File: config.mk
export PLATFORM = sky130hd
export DESIGN_NAME = seq_div_16_by_8
export DESIGN_NICKNAME = d
export VERILOG_FILES = /design/src/rtl/div_pkg.sv /design/src/rtl/div_step.sv /design/src/rtl/seq_div_16_by_8.sv
export SDC_FILE = /design/constraint.sdc
export NUM_CORES = 1
export LEC_CHECK = 0
export ABC_AREA = 0
export CAP_MARGIN = 20
export CORE_ASPECT_RATIO = 0.9
export CORE_UTILIZATION = 30
export CTS_CLUSTER_SIZE = 24
export DETAILED_ROUTE_END_ITERATION = 6
export PLACE_DENSITY_LB_ADDON = 0.15
export SLEW_MARGIN = 25
export SYNTH_ARGS = -nofsm -noshare
export SYNTH_HDL_FRONTEND = slang
export SYNTH_HIERARCHICAL = 1
export SYNTH_SLANG_ARGS = --single-unit
File: constraint.sdc
create_clock -name clk -period 1.9 [get_ports clk]
set_input_delay 0.38 -clock clk [delete_from_list [all_inputs] [get_ports clk]]
set_output_delay 0.38 -clock clk [all_outputs]
set_load 0.02 [all_outputs]
File: src/rtl/div_pkg.sv
// Shared definitions for the sequential restoring divider: FSM encoding and widths.
package div_pkg;

  localparam int unsigned DIV_W  = 8;
  localparam int unsigned DIVD_W = 16;

  typedef enum logic [1:0] {
    IDLE = 2'd0,
    CALC = 2'd1,
    DONE = 2'd2
  } div_state_e;

endpackage

File: src/rtl/div_step.sv
// One restoring-division iteration: shift in the next dividend bit, trial-subtract the divisor.
module div_step
  import div_pkg::*;
#(
  parameter int unsigned W = DIV_W
) (
  input  logic [W:0]   pr_i,
  input  logic         bit_i,
  input  logic [W-1:0] divisor_i,
  output logic [W:0]   pr_o,
  output logic         qbit_o
);

  logic [W:0] shifted;
  logic [W:0] addend;
  logic [W:0] diff;
  logic       carry;

  assign shifted = {pr_i[W-1:0], bit_i};
  assign addend  = ~{1'b0, divisor_i};

  // Carry-out of shifted + ~divisor + 1 is the "no borrow" indication.
  assign {carry, diff} = {1'b0, shifted} + {1'b0, addend} + {{(W + 1){1'b0}}, 1'b1};

  // A set bit shifted out of pr means the trial value exceeds any divisor.
  assign qbit_o = carry | pr_i[W];
  assign pr_o   = qbit_o ? diff : shifted;

endmodule

File: src/rtl/seq_div_16_by_8.sv
// Iterative 2W-by-W unsigned divider, one quotient bit per cycle, valid/ready on both sides.
module seq_div_16_by_8
  import div_pkg::*;
#(
  parameter int unsigned W = DIV_W
) (
  input  logic           clk,
  input  logic           rst_n,
  input  logic           in_valid,
  output logic           in_ready,
  input  logic [2*W-1:0] dividend,
  input  logic [W-1:0]   divisor,
  output logic           out_valid,
  input  logic           out_ready,
  output logic [W-1:0]   quotient,
  output logic [W-1:0]   remainder,
  output logic           div_zero,
  output logic           overflow
);

  localparam int unsigned CW = (W > 1) ? $clog2(W) : 1;

  div_state_e     state_q;
  logic [CW-1:0]  cnt_q;
  logic [W:0]     pr_q;
  logic [W-1:0]   low_q;
  logic [W-1:0]   q_q;
  logic [W-1:0]   dvs_q;
  logic           dz_q;
  logic           ov_q;
  logic           in_ready_q;
  logic           out_valid_q;
  logic [W-1:0]   quo_q;
  logic [W-1:0]   rem_q;
  logic           dzo_q;
  logic           ovo_q;

  logic [W:0]     pr_d;
  logic           qbit_d;

  div_step #(
    .W(W)
  ) u_step (
    .pr_i      (pr_q),
    .bit_i     (low_q[W-1]),
    .divisor_i (dvs_q),
    .pr_o      (pr_d),
    .qbit_o    (qbit_d)
  );

  always_ff @(posedge clk or negedge rst_n) begin
    if (!rst_n) begin
      state_q     <= IDLE;
      cnt_q       <= '0;
      pr_q        <= '0;
      low_q       <= '0;
      q_q         <= '0;
      dvs_q       <= '0;
      dz_q        <= 1'b0;
      ov_q        <= 1'b0;
      in_ready_q  <= 1'b1;
      out_valid_q <= 1'b0;
      quo_q       <= '0;
      rem_q       <= '0;
      dzo_q       <= 1'b0;
      ovo_q       <= 1'b0;
    end else begin
      case (state_q)
        IDLE: begin
          if (in_valid && in_ready_q) begin
            dvs_q      <= divisor;
            low_q      <= dividend[W-1:0];
            cnt_q      <= CW'(W - 1);
            in_ready_q <= 1'b0;
            dzo_q      <= 1'b0;
            ovo_q      <= 1'b0;
            // Error results are preloaded into q/pr so DONE publishes every case the same way.
            if (divisor == '0) begin
              dz_q    <= 1'b1;
              ov_q    <= 1'b0;
              q_q     <= '1;
              pr_q    <= {1'b0, dividend[W-1:0]};
              state_q <= DONE;
            end else if (dividend[2*W-1:W] >= divisor) begin
              dz_q    <= 1'b0;
              ov_q    <= 1'b1;
              q_q     <= '1;
              pr_q    <= {1'b0, {W{1'b1}}};
              state_q <= DONE;
            end else begin
              dz_q    <= 1'b0;
              ov_q    <= 1'b0;
              q_q     <= '0;
              pr_q    <= {1'b0, dividend[2*W-1:W]};
              state_q <= CALC;
            end
          end
        end
        CALC: begin
          pr_q  <= pr_d;
          low_q <= {low_q[W-2:0], 1'b0};
          q_q   <= {q_q[W-2:0], qbit_d};
          if (cnt_q == '0) begin
            state_q <= DONE;
          end else begin
            cnt_q <= cnt_q - CW'(1);
          end
        end
        DONE: begin
          if (!out_valid_q) begin
            out_valid_q <= 1'b1;
            quo_q       <= q_q;
            rem_q       <= pr_q[W-1:0];
            dzo_q       <= dz_q;
            ovo_q       <= ov_q;
          end else if (out_ready) begin
            out_valid_q <= 1'b0;
            in_ready_q  <= 1'b1;
            state_q     <= IDLE;
          end
        end
        default: begin
          state_q    <= IDLE;
          in_ready_q <= 1'b1;
        end
      endcase
    end
  end

  assign in_ready  = in_ready_q;
  assign out_valid = out_valid_q;
  assign quotient  = quo_q;
  assign remainder = rem_q;
  assign div_zero  = dzo_q;
  assign overflow  = ovo_q;

endmodule
# After elaboration in Yosys (flattened, before gate mapping)
# Index checks and enable logic that the tools add are counted.
[totals]
out_inout_bits = 20
word_cells = 77
register_bits = 60
[op_classes]
n_lt_le_gt_ge = 1
bitwise = 4
eq_ne = 8
muxes = 34
addsub = 3
n_reduce_logical = 13
[op_table]
columns = ["op", "n"]
rows = [
  ["2-to-1 mux 8 bit", 6],
  ["case mux 8 bit (2 select lines)", 2],
  ["2-to-1 mux 9 bit", 2],
  ["case mux 9 bit (2 select lines)", 1],
  ["2-to-1 mux 2 bit", 6],
  ["!= test 2 bit (second input constant)", 6],
  ["adder 10 x 1 -> 10 bit (second input constant)", 1],
  ["adder 9 x 9 -> 10 bit", 1],
  ["2-to-1 mux 1 bit", 10],
  ["inverter 8 -> 9 bit", 1],
  ["greater-or-equal comparator 8 bit", 1],
  ["logical NOT 8 bit", 1],
  ["AND reduction 4 bit", 2],
  ["2-to-1 mux 3 bit", 2],
  ["case mux 2 bit (3 select lines)", 1],
  ["case mux 3 bit (2 select lines)", 1],
  ["AND reduction 2 bit", 3],
  ["AND reduction 3 bit", 2],
  ["case mux 1 bit (2 select lines)", 2],
  ["nonzero test 2 bit", 2],
  ["logical NOT 3 bit", 1],
  ["case mux 1 bit (3 select lines)", 1],
  ["subtractor 3 x 1 -> 3 bit (second input constant)", 1],
  ["== test 2 x 1 -> 1 bit (second input constant)", 1],
  ["other kinds (5)", 6],
]

# Logic depth before layout (Yosys ltp)
# Gate-level depths: netlist of run 1.
[depth]
ltp_word = 6
ltp_mapped = 10

# Cells and area by module
# Netlist of run 1, hierarchy kept.
[modules_own_cells]
columns = ["module", "area_per_inst_um2", "seq_area_each_um2", "n_inst", "cells_per_inst"]
rows = [
  ["seq_div_16_by_8", 2716.4, 1502.7, 1, 261],
  ["div_step", 525.5, 0.0, 1, 70],
]

# Worst setup path before layout of run 1
# No wires, ideal clock.
[synth_path]
path_type = "reg-to-reg"
start = "reg pr_q[5]"
end = "reg pr_q[4]"
path_slack_ns = -0.206
required_time_ns = 1.773
arrival_time_ns = 1.979
n_path_buf = 0
path_stages_with_launch = 9
cell_sequence = "dfrtp_1 ha_1 a21o_1 o32ai_2 a21oi_2 a21boi_4 mux2_2 nor2_1 o22ai_1"
[synth_between]
elab_chain_len = 5
[synth_lines]
columns = ["element", "line_no", "source"]
rows = [
  ["start: declaration", "seq_div_16_by_8.sv:25", "logic [W:0] pr_q;"],
  ["start signal: assignment", "seq_div_16_by_8.sv:82", "pr_q <= {1'b0, dividend[W-1:0]};"],
  ["start signal: assignment", "seq_div_16_by_8.sv:88", "pr_q <= {1'b0, {W{1'b1}}};"],
  ["start signal: assignment", "seq_div_16_by_8.sv:94", "pr_q <= {1'b0, dividend[2*W-1:W]};"],
  ["adder 9 x 9 -> 10 bit", "div_step.sv:23", "assign {carry, diff} = {1'b0, shifted} + {1'b0, addend} + {{(W + 1){1'b0}}, 1'b1};"],
  ["adder 10 x 1 -> 10 bit", "div_step.sv:23", ""],
  ["bitwise OR 1 bit", "div_step.sv:26", "assign qbit_o = carry | pr_i[W];"],
  ["2-to-1 mux 9 bit", "div_step.sv:27", "assign pr_o = qbit_o ? diff : shifted;"],
  ["named net pr_d[4]", "seq_div_16_by_8.sv:38", "logic [W:0] pr_d;"],
  ["case mux 9 bit (2 select lines)", "seq_div_16_by_8.sv:68", "case (state_q)"],
]
# The timed path passes the listed nets, and every way through them passes these cells.
# A chain may end at the register's enable or synchronous reset.

# Final worst setup path of run 1
[layout_path]
start = "reg low_q[7]"
end = "reg pr_q[6]"
[layout_between]
elab_chain_len = 5
[layout_lines]
columns = ["element", "line_no", "source"]
rows = [
  ["start: declaration", "seq_div_16_by_8.sv:26", "logic [W-1:0] low_q;"],
  ["start signal: assignment", "seq_div_16_by_8.sv:72", "low_q <= dividend[W-1:0];"],
  ["start signal: assignment", "seq_div_16_by_8.sv:101", "low_q <= {low_q[W-2:0], 1'b0};"],
  ["adder 9 x 9 -> 10 bit *", "div_step.sv:23", ""],
  ["adder 10 x 1 -> 10 bit *", "div_step.sv:23", ""],
  ["bitwise OR 1 bit", "div_step.sv:26", ""],
  ["2-to-1 mux 9 bit *", "div_step.sv:27", ""],
  ["named net pr_d[6]", "seq_div_16_by_8.sv:38", ""],
  ["case mux 9 bit (2 select lines) *", "seq_div_16_by_8.sv:68", ""],
]
# The timed path passes the listed nets; every way through them passes the cells marked *.

==> results.toml, run 1 <==
[timing]
tns_ns = -1.863
period_needed_ns = 2.159
slew_viol_final = 0
max_freq_mhz = 463.2
hold_viol_final = 0
setup_viol = 9
slew_headroom_pct = 63.97
setup_ws_ns = -0.2588
rsz0062_at_grt = "true"
tightest_slew_ns = 0.5384
finalClockSkew_ns = 0.007146
period_share_pct = 113.6

[route]
highest_layer = "met4"
wl_per_cell_um = 15.37
first_pass_iters = 6
routed_wirelength_um = 8884
wl_met2_um = 3914
wl_met3_um = 286
via_count = 2850
viasPerCell = 4.931
detail_route.iter0.violations = 111
remaining_drc_errors = 6
wl_met1_um = 4567
ant_nets = 0

[clock_network]
cts_tree = "yes"
ctsHoldBuffers = 0
htreeDepth = 3
cts.sinks = 60
cts_buffer_depth = 2
cts_root_buf = "clkbuf_16"
insertion_delay_ns = 0.33
clk_pin_slew_worst_paths_ns = 0.06
cts-buffers-inserted = 9

[global_route]
grt_pass1_vias = 2866
globalRouteOverflowTotal = 0
antenna_found_initial = 0
grt_pass1_wl_um = 14720
grt_max_degree = 61
track_usage_pct = 17.19

[logic_synthesis]
synth_flop_cell = "dfrtp_1"
syn_avg_cell_area_um2 = 9.794
synth_compound_area_share_pct = 18.29
synth-adder-area-share_pct = 7.565
synth_cell_types = 44
syn_area_mm2 = 0.003242
synth_top_family_by_area = "compound AO/OA/AOI/OAI gates"
seq_area_frac_synth_pct = 46.35
synthMuxAreaShare_pct = 7.912
synthXorXnorAreaFrac_pct = 0.8105
syn_inst = 331
synth-simple-area-share_pct = 14.55
yosys_warnings = 6
synth-seq-cells = 60
synth-async-reset-ratio_pct = 100.0
syn_nets = 378
synth_edf_count = 0

[place]
placed_area_mm2 = 0.004339
gp_congestion = 0.7874
io_buffers = 47
dp_hpwl_um = 6499

[worst_setup_path]
cp.arrival_ns = 2.38
worstSetupPathType = "reg2reg"
cp-end-kind = "flop"
worstPathRequired_ns = 2.12
cp_max_fo = 4
cp-start-kind = "flop"

[final_layout]
fin_util_pct = 46.37
area_delta_synth_final_pct = 48.44
antenna_cells = 0
nNetsFinal = 491
layout-drive-gt1-share_pct = 35.63
finalInstanceArea_mm2 = 0.004812
fillers = 999

[pwr]
max-vdd-ir-drop_mv = 0.8174
p_leak_nw = 2.208
power_density_mw_per_mm2 = 1669

[worst_hold_path]
hold_path_class = "in2async"

[outcome]
outcome = "complete, but fails checks"
violations = "design-rule violations, negative setup slack"

[floorplanning]
num_rows = 35
pin_count = 48
die_w_um = 111.6
fp.dieH_um = 100.6
core_area_mm2 = 0.01038
floorplan.initialDensity_pct = 31.24
die_area_mm2 = 0.01123

[job]
drv_cap = 0
[power breakdown]
group	switching, mW	internal (mW)	leakage, nW
Combinational	2.01	2.33	1.33
Sequential	0.371	1.81	0.745
Clock	0.628	0.885	0.132
[registers in the layout (all words and copies together), names as in the netlist]
signal / cells
cnt_q: 3
div_zero: 1
dvs_q: 8
dz_q: 1
in_ready: 1
low_q: 8
out_valid: 1
ov_q: 1
overflow: 1
pr_q: 9
q_q: 8
quotient: 8
remainder: 8
state_q: 2
[path summary, 6_finish.rpt]
kind / endpoint / depth (start not counted) / slack (ns) / from
setup / recovery: pr_q[6]$_DFFE_PN0P_ / 10 / -0.26 / low_q[7]$_DFFE_PN0P_
hold / removal: quotient[7]$_DFFE_PN0P_ / 2 / 0.05 / rst_n
setup reg to reg: pr_q[6]$_DFFE_PN0P_ / 10 / -0.26 / low_q[7]$_DFFE_PN0P_
hold reg to reg: cnt_q[0]$_DFFE_PN0P_ / 1 / 0.47 / cnt_q[0]$_DFFE_PN0P_
max in group asynchronous: in_ready$_DFFE_PN1P_ / 2 / 1.54 / rst_n
min in group clk: dvs_q[4]$_DFFE_PN0P_ / 3 / 0.32 / divisor[4]
[repair_timing]
item,4_1_cts,5_1_grt
setup endpoints to repair,21,18
gates resized for setup,59,20
setup buffers,5,3
pin swaps,12,11
[synthesized netlist by cell type (all sizes together), types with 3 or more instances]
cell type  number  share of area, %
a31oi           7               1.4
nor3           15               2.3
a211oi          4              0.93
inv            23               2.7
clkbuf          7              0.81
a21o            4              0.93
nand2b          6               1.2
nand2          38               4.4
mux2           21               7.3
nor2           26               3.1
nand3           4              0.62
o21a            4               1.2
xnor2           3              0.81
a21oi          19               3.2
dfrtp          59                46
o22ai           8               1.5
a221o           8               2.5
nor4            6               1.2
buf             7               1.0
ha             18               6.9
o21ai          22               3.4
[routing by layer]
layer  track usage (%)  up-vias
met5                 0        -
met4             6.341        0
met3             4.269       11
met2             26.39       58
met1             23.47     1378
li1                  -     1403
[critical path, stage by stage, from the launching register on]
cell	delay, ns
dfrtp_1	0.36
inv_2	0.06
ha_4	0.16
fa_2	0.39
nor2b_2	0.15
o31a_1	0.25
o31a_2	0.18
nor3_2	0.04
mux2_2	0.27
nor2_1	0.11
o22ai_1	0.08
[cells in the final DEF (no fill, tap or decap), drive strengths merged, types with 7 or more instances in the layout]
master and instances:
buf 74, clkbuf 12, mux2 21, inv 24, nor3 15, dfrtp 59, nor2 26, o21ai 22
a21oi 19, a31oi 7, ha 18, a221o 8, o22ai 8, nand2 38, clkdlybuf4s50 29
[stage by stage]
step / power [mW] / hold WS (ns) / worst slack, ns / cells
global placement: 6.067 / 0.4201 / -0.6620 / 554
global route: 8.620 / 0.07530 / -0.3611 / 578
CTS: 7.971 / 0.06306 / -0.2483 / 575
floorplan: 4.584 / 0.08441 / -0.1223 / 331
detailed placement: 6.152 / 0.4207 / -0.7022 / 554
finish: 8.032 / 0.05210 / -0.2588 / 578
[kinds of logic after synthesis]
group,after synthesis
DFF,60
xor gates and xnor gates,3
muxes,23
AOI/OAI and AO/OA,86
and+or+nand+nor,103
buffers and inverters,37
adders and majority gates,19
[area by class of cell]
cell class | count | area (um2) | area share (%)
clock buffers | 9 | 225.2 | 4.680
clock inverters | 7 | 51.30 | 1.066
inverters | 23 | 86.33 | 1.794
multi-input cells | 234 | 1785 | 37.10
flip-flops and latches | 60 | 1503 | 31.23
well taps | 129 | 161.4 | 3.354
repair buffers | 116 | 999.7 | 20.77
Note: power is estimated with default switching activity, not from simulation.
==> run 2: changes to the inputs <==
Settings changed: CELL_PAD_IN_SITES_DETAIL_PLACEMENT from default to 1, CELL_PAD_IN_SITES_GLOBAL_PLACEMENT from default to 1.
==> run 2 against run 1 <==
Effect of this change: the flow still finishes with violations (design-rule violations, negative setup slack); sequential power hardly changed; cell area is 4.1% higher; critical path depth stayed put; combinational power is 6.0% higher; sequential share of layout area is 1.2 points lower; clock skew is 0.0014 ns lower; largest cell class unchanged; largest power group unchanged.
==> results.toml, run 2 (same netlist as run 1, synthesis figures left out) <==
[outcome]
outcome = "complete, but fails checks"
violations = "design-rule violations, negative setup slack"

[worst_setup_path]
crit_buf_inv = 1
cp-end-kind = "flop"
cp.arrival_ns = 2.41
critPathMaxStageDelay_ns = 0.39
crit_slowest_cell = "dfrtp_1"
worstPathRequired_ns = 2.11
cp_max_fo = 4
cp-start-kind = "flop"
worstSetupPathType = "reg2reg"
crit_family = "compound AO/OA/AOI/OAI gates"
crit_chain = "inv_2 -> ha_4 -> fa_2 -> nor2b_2 -> o31a_1 -> o31a_2 -> nor3_4 -> mux2_4 -> nor2_4 -> o22ai_1"

[final_layout]
fillers = 1180
nNetsFinal = 499
top_register = "pr_q"
area_delta_synth_final_pct = 54.53
fin_util_pct = 48.27
layout-drive-gt1-share_pct = 37.42
final_cell_mix = "buf_4 (69), dfrtp_1 (59), nand2_1 (38), clkdlybuf4s50_1 (30), nor2_1 (24)"
final_common_cell = "buf_4"
stdcell_count = 586
antenna_cells = 0
largest_reg_flops = 9

[clock_network]
htreeDepth = 3
cts-buffers-inserted = 9
clk_pin_slew_worst_paths_ns = 0.05
cts_root_buf = "clkbuf_16"
cts.sinks = 60
cts_tree = "yes"
cts_buffer_depth = 2
ctsHoldBuffers = 0
insertion_delay_ns = 0.33

[global_route]
globalRouteOverflowTotal = 0
grt_pass1_vias = 3188
grt_pass1_wl_um = 16990
antenna_found_initial = 0
track_usage_pct = 20.08
grt_max_degree = 61

[route]
viasPerCell = 5.109
wl_met2_um = 5043
via_count = 2994
highest_layer = "met4"
ant_nets = 0
wl_met3_um = 377
detail_route.iter0.violations = 122
wl_met1_um = 4847
first_pass_iters = 6
remaining_drc_errors = 2
routed_wirelength_um = 10410
wl_per_cell_um = 17.76

[pwr]
max-vdd-ir-drop_mv = 0.4913
p_leak_nw = 2.259
power_density_mw_per_mm2 = 1679

[floorplanning]
die_w_um = 111.6
pin_count = 48
floorplan.initialDensity_pct = 31.24
core_area_mm2 = 0.01038
num_rows = 35
die_area_mm2 = 0.01123
fp.dieH_um = 100.6

[timing]
rsz0062_at_grt = "true"
slew_viol_final = 0
tightest_slew_ns = 0.5592
setup_ws_ns = -0.2964
hold_viol_final = 0
period_needed_ns = 2.196
finalClockSkew_ns = 0.005788
period_share_pct = 115.6
setup_viol = 9
max_freq_mhz = 455.3
slew_headroom_pct = 62.58

[place]
io_buffers = 47
post-place-ws_ns = -0.8403
dp_hpwl_um = 6946
gp_congestion = 0.7463
dp_cells = 556

[worst_hold_path]
hold_path_class = "in2async"

[job]
drv_cap = 0
==> run 2: changes by cell type in the layout (fill, tap and decap cells not counted), sizes merged <==
cell | before | now
buf | 74 | 84
dlymetal6s2s | 4 | 1
clkinv | 4 | 2
bufinv | 0 | 1
clkdlybuf4s50 | 29 | 30
o31ai | 2 | 3
==> run 2: stage by stage <==
stage | setup TNS [ns] | power (mW) | hold slack [ns] | area (um2)
floorplan | -0.6513 | 4.584 | 0.08441 | 3284
global placement | -14.41 | 6.019 | 0.4237 | 4367
detailed placement | -15.25 | 6.189 | 0.4287 | 4367
CTS | -2.046 | 8.356 | 0.07264 | 4970
global route | -3.122 | 9.031 | 0.08805 | 5010
finish | -1.950 | 8.411 | 0.06035 | 5010
==> run 2: worst paths after layout <==
check | to | slack, ns | cells past startpoint | startpoint
hold / removal | remainder[5]$_DFFE_PN0P_ | 0.06 | 2 | rst_n
min in group clk | dvs_q[1]$_DFFE_PN0P_ | 0.40 | 4 | divisor[1]
setup / recovery | pr_q[6]$_DFFE_PN0P_ | -0.30 | 10 | low_q[7]$_DFFE_PN0P_
max in group asynchronous | in_ready$_DFFE_PN1P_ | 1.52 | 2 | rst_n
setup reg to reg | pr_q[6]$_DFFE_PN0P_ | -0.30 | 10 | low_q[7]$_DFFE_PN0P_
hold reg to reg | cnt_q[0]$_DFFE_PN0P_ | 0.47 | 1 | cnt_q[0]$_DFFE_PN0P_
==> run 2: metal layers <==
metal  GRT usage, %  vias to the layer above
li1               -                     1429
met5              0                        -
met4          6.549                        0
met3          4.330                        7
met1          26.40                     1506
met2          33.08                       52
==> run 2: report_power, final <==
group          internal (mW)  switching, mW
combinational           2.45           2.15
clock                   1.01          0.605
sequential              1.81          0.385
total                   5.27           3.14
==> run 2: final cells by class <==
| cell class | instances | area (um2) | share of cell area, % |
|---|---|---|---|
| timing repair buffer | 123 | 1071 | 21.38 |
| inverter | 23 | 86.33 | 1.723 |
| sequential | 60 | 1503 | 30.00 |
| clock inverter | 6 | 63.81 | 1.274 |
| clock buffer | 10 | 229.0 | 4.570 |
| tap | 129 | 161.4 | 3.222 |
| multi-input combinational | 235 | 1896 | 37.84 |
==> run 2: timing repair <==
action,in CTS,in global routing
resized for setup,85,11
pin swaps,24,12
cloned,1,0
buffers inserted,12,3
setup endpoints to repair,21,19
==> run 3: changes to the inputs <==
Clock period 1.9 ns to 1.95 ns, I/O delays scaled along.
==> run 3 against run 2 <==
Effect of this change: the flow still finishes with violations (design-rule violations, negative setup slack); critical path depth is the same; first-iteration DRC count shrank 45%; clock power is 6% higher; sequential share of layout area increased by 0.34 points; cell area is 1.1% lower; core utilization shrank 0.54 points; clock skew is 0.0013 ns lower; clock-buffer cell count stayed put; largest cell class unchanged; hold slack improved by 0.0022 ns; via count is 2.7% lower.
==> results.toml, run 3 (same netlist as run 1, synthesis figures left out) <==
[floorplanning]
floorplan.initialDensity_pct = 31.24
pin_count = 48
die_area_mm2 = 0.01123
die_w_um = 111.6
core_area_mm2 = 0.01038
num_rows = 35
fp.dieH_um = 100.6

[worst_setup_path]
cp-start-kind = "flop"
worstPathRequired_ns = 2.15
cp.arrival_ns = 2.34
crit_chain = "inv_2 -> ha_4 -> a21o_1 -> o32ai_4 -> a21oi_4 -> a21boi_4 -> buf_6 -> mux2_4 -> nor2_4 -> o22ai_2"
cp-end-kind = "flop"
crit_slowest_cell = "dfrtp_1"
cp_max_fo = 4
critPathMaxStageDelay_ns = 0.40
worstSetupPathType = "reg2reg"

[final_layout]
final_cell_mix = "buf_4 (63), dfrtp_1 (59), nand2_1 (38), clkdlybuf4s50_1 (34), nor2_1 (21)"
nNetsFinal = 493
largest_reg_flops = 9
top_register = "pr_q"
final_common_cell = "buf_4"
antenna_cells = 0
area_delta_synth_final_pct = 52.80
layout-drive-gt1-share_pct = 35.92

[timing]
setup_ws_ns = -0.1910
slew_headroom_pct = 59.73
tightest_slew_ns = 0.6014
period_share_pct = 109.8
fin_hold_ws_ns = 0.06252
slew_viol_final = 0
setup_viol = 9
hold_viol_final = 0
max_freq_mhz = 467.1
period_needed_ns = 2.141
tns_ns = -1.065
rsz0062_at_grt = "true"
finalClockSkew_ns = 0.004521

[route]
routed_wirelength_um = 9817
via_count = 2913
remaining_drc_errors = 8
wl_per_cell_um = 16.93
detail_route.iter0.violations = 67
first_pass_iters = 6
viasPerCell = 5.022
ant_nets = 0

[global_route]
globalRouteOverflowTotal = 0
grt_pass1_vias = 3154
grt_max_degree = 61
antenna_found_initial = 0
track_usage_pct = 18.61
grt_pass1_wl_um = 16040

[worst_hold_path]
hold_path_class = "in2async"

[clock_network]
cts_tree = "yes"
cts_root_buf = "clkbuf_16"
insertion_delay_ns = 0.33
cts_buffer_depth = 2
cts.sinks = 60
cts-buffers-inserted = 9
clk_pin_slew_worst_paths_ns = 0.05
htreeDepth = 3

[pwr]
max-vdd-ir-drop_mv = 0.5758
power_density_mw_per_mm2 = 1709
p_leak_nw = 2.241

[outcome]
outcome = "complete, but fails checks"
violations = "design-rule violations, negative setup slack"

[place]
dp_hpwl_um = 7031
io_buffers = 47
gp_congestion = 0.7694

[job]
drv_cap = 0
## run 3: routing by layer
metal / vias to the layer above / share of wire [%] / GRT usage, %
li1: 1413 / - / -
met4: 0 / 0.97 / 5.925
met2: 52 / 50 / 31.83
met1: 1439 / 46 / 23.62
met5: - / 0 / 0
met3: 9 / 3.1 / 3.969
## run 3: power by group
| group | internal, mW | switching [mW] |
|---|---|---|
| logic | 2.43 | 2.19 |
| registers | 1.76 | 0.361 |
| clock network | 1.15 | 0.569 |
## run 3: area by class of cell
type / instances / area (um2)
Clock buffer: 10 / 239.0
Tap cell: 129 / 161.4
Multi-Input combinational cell: 234 / 1842
Timing Repair Buffer: 118 / 1035
Fill cell: 1172 / 5425
Clock inverter: 6 / 87.58
Sequential cell: 60 / 1503
Inverter: 23 / 86.33
## run 3: path summary, 6_finish.rpt
path | from | endpoint | slack, ns | cells after the start
setup / recovery | dvs_q[6]$_DFFE_PN0P_ | pr_q[3]$_DFFE_PN0P_ | -0.19 | 10
hold / removal | rst_n | remainder[3]$_DFFE_PN0P_ | 0.06 | 2
setup reg to reg | dvs_q[6]$_DFFE_PN0P_ | pr_q[3]$_DFFE_PN0P_ | -0.19 | 10
hold reg to reg | cnt_q[0]$_DFFE_PN0P_ | cnt_q[0]$_DFFE_PN0P_ | 0.48 | 1
max in group asynchronous | rst_n | in_ready$_DFFE_PN1P_ | 1.56 | 2
min in group clk | divisor[2] | dvs_q[2]$_DFFE_PN0P_ | 0.43 | 4
## run 3: worst max-delay path, delay by kind of cell, from the launching register on
family          cells  cell delay (ns)
compound gates      5             0.75
fa+ha+maj           1             0.19
buf+inv             2             0.23
flops               1             0.40
mux                 1             0.31
simple gates        1             0.13
## run 3: stage by stage
step / total power, mW / cells / setup WS, ns / instance area [um2] / util, %
after CTS: 8.188 / 580 / -0.2466 / 4861 / 46.84
after floorplan: 4.430 / 331 / -0.07228 / 3272 / -
after global routing: 9.046 / 580 / -0.2959 / 4954 / 47.73
after detailed placement: 6.025 / 558 / -0.6173 / 4369 / 42.10
final: 8.464 / 580 / -0.1910 / 4954 / 47.73
after global placement: 5.879 / 558 / -0.5809 / 4369 / 42.10
## run 3: what timing repair did
action	CTS	global route
pin swaps	25	11
hold buffers	0	0
buffers inserted	6	0
resized for setup	44	33
setup endpoints to repair	20	19
